## src/rtl/alu_op_sequencer.sv

```systemverilog
// alu_op_sequencer: issues operation commands to an external 8-bit combinational ALU.
// Holds a small operand register file, drives the ALU operand and opcode registers,
// captures the result and flags, writes back, and returns a response over valid/ready.
module alu_op_sequencer #(
    parameter int REG_ADDR_W = 2
) (
    input  logic                  Clk,
    input  logic                  Rst_n,
    input  logic                  CmdValid,
    output logic                  CmdReady,
    input  logic [3:0]            CmdAluOp,
    input  logic                  CmdLoad,
    input  logic                  CmdUseImm,
    input  logic [REG_ADDR_W-1:0] CmdSrcA,
    input  logic [REG_ADDR_W-1:0] CmdSrcB,
    input  logic [REG_ADDR_W-1:0] CmdDst,
    input  logic [7:0]            CmdImm,
    output logic [7:0]            AluA,
    output logic [7:0]            AluB,
    output logic [3:0]            AluOp,
    input  logic [7:0]            AluResult,
    input  logic                  AluZero,
    input  logic                  AluNegative,
    input  logic                  AluOverflow,
    output logic                  RspValid,
    input  logic                  RspReady,
    output logic [7:0]            RspResult,
    output logic [2:0]            RspFlags,
    output logic [2:0]            Flags
);

    localparam int NREG = 2 ** REG_ADDR_W;

    typedef enum logic [1:0] {
        IDLE    = 2'd0,
        ISSUE   = 2'd1,
        CAPTURE = 2'd2,
        RESP    = 2'd3
    } state_t;

    state_t state;

    logic [7:0] regs [NREG];

    // Command fields captured at the accept edge
    logic [3:0]            op_p0;
    logic                  load_p0;
    logic                  use_imm_p0;
    logic [REG_ADDR_W-1:0] src_a_p0;
    logic [REG_ADDR_W-1:0] src_b_p0;
    logic [REG_ADDR_W-1:0] dst_p0;
    logic [7:0]            imm_p0;

    logic       cmd_accept;
    logic [2:0] alu_flags;

    assign cmd_accept = (state == IDLE) && CmdValid && CmdReady;
    assign alu_flags  = {AluOverflow, AluNegative, AluZero};

    // Flags reported for a load: never overflow, sign bit, zero test
    function automatic logic [2:0] load_flags(input logic [7:0] value);
        logic signed [7:0] sval;
        sval = value;
        return {1'b0, (sval < 0), (value == 8'h00)};
    endfunction

    // A load of immediate zero doubles as the sticky-flags clear command
    function automatic logic is_flag_clear(input logic ld, input logic use_imm,
                                           input logic [7:0] imm);
        return ld && use_imm && (imm == 8'h00);
    endfunction

    // Latch the command fields on the handshake edge (data only, no reset needed)
    always_ff @(posedge Clk) begin
        if (cmd_accept) begin
            op_p0      <= CmdAluOp;
            load_p0    <= CmdLoad;
            use_imm_p0 <= CmdUseImm;
            src_a_p0   <= CmdSrcA;
            src_b_p0   <= CmdSrcB;
            dst_p0     <= CmdDst;
            imm_p0     <= CmdImm;
        end
    end

    // Sequencer FSM with registered outputs, register file write-back and flags
    always_ff @(posedge Clk or negedge Rst_n) begin
        if (!Rst_n) begin
            state     <= IDLE;
            CmdReady  <= 1'b0;
            RspValid  <= 1'b0;
            AluA      <= '0;
            AluB      <= '0;
            AluOp     <= '0;
            RspResult <= '0;
            RspFlags  <= '0;
            Flags     <= '0;
            for (int i = 0; i < NREG; i++) begin
                regs[i] <= '0;
            end
        end else begin
            case (state)
                IDLE: begin
                    CmdReady <= 1'b1;
                    if (cmd_accept) begin
                        CmdReady <= 1'b0;
                        // Loads need no ALU; the operand registers keep their values
                        state    <= CmdLoad ? CAPTURE : ISSUE;
                    end
                end

                ISSUE: begin
                    // Operands are read here, before write-back, so Dst==Src sees the old value
                    AluA  <= regs[src_a_p0];
                    AluB  <= use_imm_p0 ? imm_p0 : regs[src_b_p0];
                    AluOp <= op_p0;
                    state <= CAPTURE;
                end

                CAPTURE: begin
                    if (load_p0) begin
                        regs[dst_p0] <= imm_p0;
                        RspResult    <= imm_p0;
                        RspFlags     <= load_flags(imm_p0);
                        if (is_flag_clear(load_p0, use_imm_p0, imm_p0)) begin
                            Flags <= '0;
                        end
                    end else begin
                        regs[dst_p0] <= AluResult;
                        RspResult    <= AluResult;
                        RspFlags     <= alu_flags;
                        Flags        <= Flags | alu_flags;
                    end
                    RspValid <= 1'b1;
                    state    <= RESP;
                end

                RESP: begin
                    if (RspReady) begin
                        RspValid <= 1'b0;
                        CmdReady <= 1'b1;
                        state    <= IDLE;
                    end
                end

                default: begin
                    state <= IDLE;
                end
            endcase
        end
    end

endmodule

```

## config.mk

```make
export PLATFORM = sky130hd
export DESIGN_NAME = alu_op_sequencer
export DESIGN_NICKNAME = d
export VERILOG_FILES = /design/src/rtl/alu_op_sequencer.sv
export SDC_FILE = /design/constraint.sdc
export NUM_CORES = 1
export LEC_CHECK = 0
export ABC_AREA = 1
export BUFFER_PORTS_ARGS = -buffer_cell sky130_fd_sc_hd__clkbuf_2
export CORE_MARGIN = 2
export CORE_UTILIZATION = 52
export CTS_BUF_LIST = sky130_fd_sc_hd__clkbuf_2 sky130_fd_sc_hd__clkbuf_4 sky130_fd_sc_hd__clkbuf_8
export DETAILED_ROUTE_END_ITERATION = 12
export GPL_TIMING_DRIVEN = 0
export HOLD_SLACK_MARGIN = 0.05
export PLACE_DENSITY_LB_ADDON = 0.1
export SLEW_MARGIN = 20
export SYNTH_ARGS = -nofsm -noshare
export SYNTH_HDL_FRONTEND = slang
export SYNTH_SLANG_ARGS = --single-unit
```

## constraint.sdc

```tcl
create_clock -name Clk -period 2.64 [get_ports Clk]
set_input_delay 0.66 -clock Clk [delete_from_list [all_inputs] [get_ports Clk]]
set_output_delay 0.66 -clock Clk [all_outputs]
set_load 0.02 [all_outputs]
```

==> flow_summary_export.csv <==
group,metric,value,unit
critical_path,ff2ff_path_depth,5,
pwr,total_switching_power,2.406,mW
critical_path,cp_num_buf_inv,3,
clocking,numClockSinks,90,
critical_path,worst-endpoint-required,2700,ps
layout,layout.nets,586,
pwr,power_switching_share,0.4333,
sta,fin_worst_skew,15.21,ps
global_route,global_route.usage.total,0.2545,
logic_synthesis,largest_family_of_logic_cells_by_synthesized_area,"simple AND/OR/NAND/NOR gates",
sta,finalCritPeriodShare,0.6468,
logic_synthesis,synth.top_cell.area_share,0.4279,
sta,worst_slew_pin_slew,475.2,ps
clocking,clk_pin_slew,90,ps
logic_synthesis,synth_simple_gate_area_frac,0.2176,
placed_design,port_buffers,70,
logic_synthesis,yosys_warnings,0,
sta,slew_violations,0,
global_route,grt_start_max_net_pins,51,
pwr,p_clk_frac,0.151,
global_route,antenna_found_initial,0,
layout,final_cell_count_without_fillers,654,
critical_path,slowest_delay,410,ps
placed_design,place_hpwl,7572,um
layout,flow.area_growth_from_synthesis,16.99,%
floorplan,core_box_area,7687,um2
route,detail-route-antenna-nets,0,
critical_path,critPathKind,"reg -> reg",
logic_synthesis,yosysTopAreaCell,"sky130_fd_sc_hd__dfrtp_1",
layout,multiInputGateArea,1504,um2
route,post_drt_via_cell_ratio,5.430,
floorplan,die_footprint,8599,um2
logic_synthesis,synth_nets,502,
pwr,static-leakage-power,2.275,nW
sta,finalSetupViolations,0,
logic_synthesis,synth.yosys.seq_area_share,0.5746,
pwr,pwr-share-comb,0.419,
critical_path,critPathSlowestCell,"sky130_fd_sc_hd__dfrtp_1",
logic_synthesis,synth_cells,463,
layout,drive_gt1_frac,0.2047,
clocking,htreeDepth,3,
route,routed_wire_length,10290,um
sta,period_needed,1708,ps
placed_design,pre_cts_worst_setup_slack,951.1,ps
clocking,number_of_buffers_created_by_cts,9,
run,max-cap-violations,0,
route,drt-initial-drc-count,243,
min_path,hp-class,"in -> async",
route,dr.pass1.iters,5,
clocking,tritoncts,"built",
sta,timing.slew.headroom,0.6832,
floorplan,top_level_ports,71,
clocking,post_cts_resize_count,0,
critical_path,critPathMostFrequentCell,"sky130_fd_sc_hd__inv_1",
layout,antenna-diode-count,0,
clocking,hold_buffers,0,
critical_path,ff2ff_setup_slack,930,ps
floorplan,die_w,92.73,um
layout,final_common_cell,"sky130_fd_sc_hd__nand2_1",
logic_synthesis,post_synth_mux_area_share,0,
sta,final.hold.worst_slack,205.9,ps
route,route.detailed.drc,0,
pwr,cellInternalPower,3.146,mW
layout,sequential_cell_area,2352,um2
logic_synthesis,mappedNetlistArea,4094,um2
logic_synthesis,synth-adder-area-share,0.01222,
clocking,clockRootBuffer,"sky130_fd_sc_hd__clkbuf_8",
logic_synthesis,synth_compound_gate_area_share,0.1363,
sta,finalHoldViolations,0,
logic_synthesis,post_synth_num_cell_types,26,
clocking,insertion_delay,360,ps
layout,layout_common_cells,"sky130_fd_sc_hd__nand2_1 (156), sky130_fd_sc_hd__dfrtp_1 (70), sky130_fd_sc_hd__clkbuf_2 (69)",
floorplan,initial_cell_density_of_the_core,0.5326,
logic_synthesis,synth.top_cells.by_area,"sky130_fd_sc_hd__dfrtp_1 (43%), sky130_fd_sc_hd__edfxtp_1 (15%), sky130_fd_sc_hd__nand2_1 (14%)",
logic_synthesis,synth_xor_area_frac,0,
clocking,postCtsSetupRepairBufs,0,
critical_path,cp-end-kind,"flop",
global_route,first_pass_grt_wire_length,16410,um
sta,setup_ws,932.5,ps
critical_path,critical_path.cell_chain,"inv_1 > ha_1 > inv_1 > nor3_2 > buf_4",
floorplan,std_cell_rows,32,
critical_path,critPathTopFamily,"buffers and inverters",
pwr,power_density,1159,nW/um2
floorplan,die_height,92.73,um
sta,max_freq,585.6,MHz
global_route,globalRoute.totalOverflow,0,
pwr,vdd.ir_drop.worst,0.0006789,V
layout,filler_cell_count,686,
sta,setup_repair_after_global_routing_missed_its_margin,"false",
pwr,power.sequential.fraction,0.431,
clocking,cts_buffer_depth,2,
logic_synthesis,synth_area_per_cell,8.842,um2
critical_path,cp_max_fo,8,
global_route,vias_in_the_first_global_route,3327,
route,total_vias_in_the_final_route,3551,
logic_synthesis,postSynthRegisterBits,90,
critical_path,worstReg2RegEnd,"src_b_p0[0]",
critical_path,crit_reg_reg_startpoint,"state[0]",
placed_design,numPlacedInstances,638,
route,wl_per_cell,15.73,um
placed_design,gp_congestion,0.8558,
critical_path,critPathLaunchType,"flop",
outcome,status,"completed",
critical_path,timing.critical_path.arrival,1770,ps
[cells in the mapped netlist]
| cell | count |
|---|---|
| sky130_fd_sc_hd__a21oi_1 | 28 |
| sky130_fd_sc_hd__a31oi_1 | 15 |
| sky130_fd_sc_hd__a31oi_2 | 2 |
| sky130_fd_sc_hd__buf_2 | 9 |
| sky130_fd_sc_hd__buf_6 | 4 |
| sky130_fd_sc_hd__clkbuf_1 | 10 |
| sky130_fd_sc_hd__dfrtp_1 | 70 |
| sky130_fd_sc_hd__edfxtp_1 | 20 |
| sky130_fd_sc_hd__ha_1 | 4 |
| sky130_fd_sc_hd__inv_1 | 26 |
| sky130_fd_sc_hd__inv_2 | 3 |
| sky130_fd_sc_hd__inv_4 | 1 |
| sky130_fd_sc_hd__nand2_1 | 156 |
| sky130_fd_sc_hd__nand2_2 | 1 |
| sky130_fd_sc_hd__nand3_1 | 25 |
| sky130_fd_sc_hd__nor2_1 | 30 |
| sky130_fd_sc_hd__nor2_2 | 1 |
| sky130_fd_sc_hd__nor2_4 | 1 |
| sky130_fd_sc_hd__nor3_1 | 1 |
| sky130_fd_sc_hd__nor3_4 | 2 |
| sky130_fd_sc_hd__o211ai_1 | 12 |
| sky130_fd_sc_hd__o21ai_0 | 24 |
| sky130_fd_sc_hd__o21ai_1 | 15 |
| sky130_fd_sc_hd__o21bai_1 | 1 |
| sky130_fd_sc_hd__o22ai_1 | 1 |
| sky130_fd_sc_hd__or2_2 | 1 |
[logic make-up after synthesis]
kind of cell,Yosys count
compound gates,98
fa+ha+maj,4
buf+inv,53
flops,90
simple gates,218
[per-stage QoR]
stage / power, mW / instance area [um2] / utilization / TNS [ps]
3_3_place_gp: 4.640 / 4572 / 0.5947 / -16710
3_5_place_dp: 4.734 / 4622 / 0.6012 / 0
2_1_floorplan: 3.935 / 4094 / - / 0
5_1_grt: 5.962 / 4790 / 0.6230 / 0
4_1_cts: 5.564 / 4790 / 0.6230 / 0
6_report: 5.552 / 4790 / 0.6230 / 0
[state kept, by name, indices dropped and copies added (netlist names)]
signal,flops
AluA,8
AluB,8
AluOp,4
CmdReady,1
Flags,3
RspFlags,3
RspResult,8
RspValid,1
dst_p0,2
imm_p0,8
load_p0,1
op_p0,4
regs,32
src_a_p0,2
src_b_p0,2
state,2
use_imm_p0,1
[cell type report]
cell class                      count  area share
Sequential cell                    90      0.4911
Multi-Input combinational cell    320      0.3140
Timing Repair Buffer               73     0.08255
Buffer                             23     0.02665
Tap cell                          102     0.02665
Clock buffer                        9     0.02586
Inverter                           30     0.02403
Clock inverter                      7    0.009143
[worst max-delay path by stage]
stage              from           to  slack, ps  cells after the start
3_3_place_gp   state[0]     op_p0[1]       -840                      4
4_1_cts        state[0]  src_b_p0[0]        930                      5
5_1_grt        state[0]     op_p0[1]        820                      5
6_report       state[0]  src_b_p0[0]        930                      5
2_1_floorplan  state[0]    dst_p0[0]         60                      4
3_5_place_dp   state[0]  src_b_p0[0]        950                      5
[routing by layer]
metal,global-route usage,part of all wire,vias up
met2,0.3887,0.46,150
met1,0.3444,0.44,1664
li1,-,-,1705
met4,0.1409,0.044,0
met5,0,0,-
met3,0.04801,0.061,32
[power by group through the flow]
| stage | clock network, mW | registers [mW] | logic (mW) |
|---|---|---|---|
| final | 0.837 | 2.39 | 2.33 |
| after global routing | 0.899 | 2.45 | 2.61 |
| after CTS | 0.843 | 2.38 | 2.34 |
| after detailed placement | 0 | 2.40 | 2.33 |
| after global placement | 0 | 2.39 | 2.25 |
| after floorplan | 0 | 2.65 | 1.28 |
Note: power is estimated with default switching activity, not from simulation.
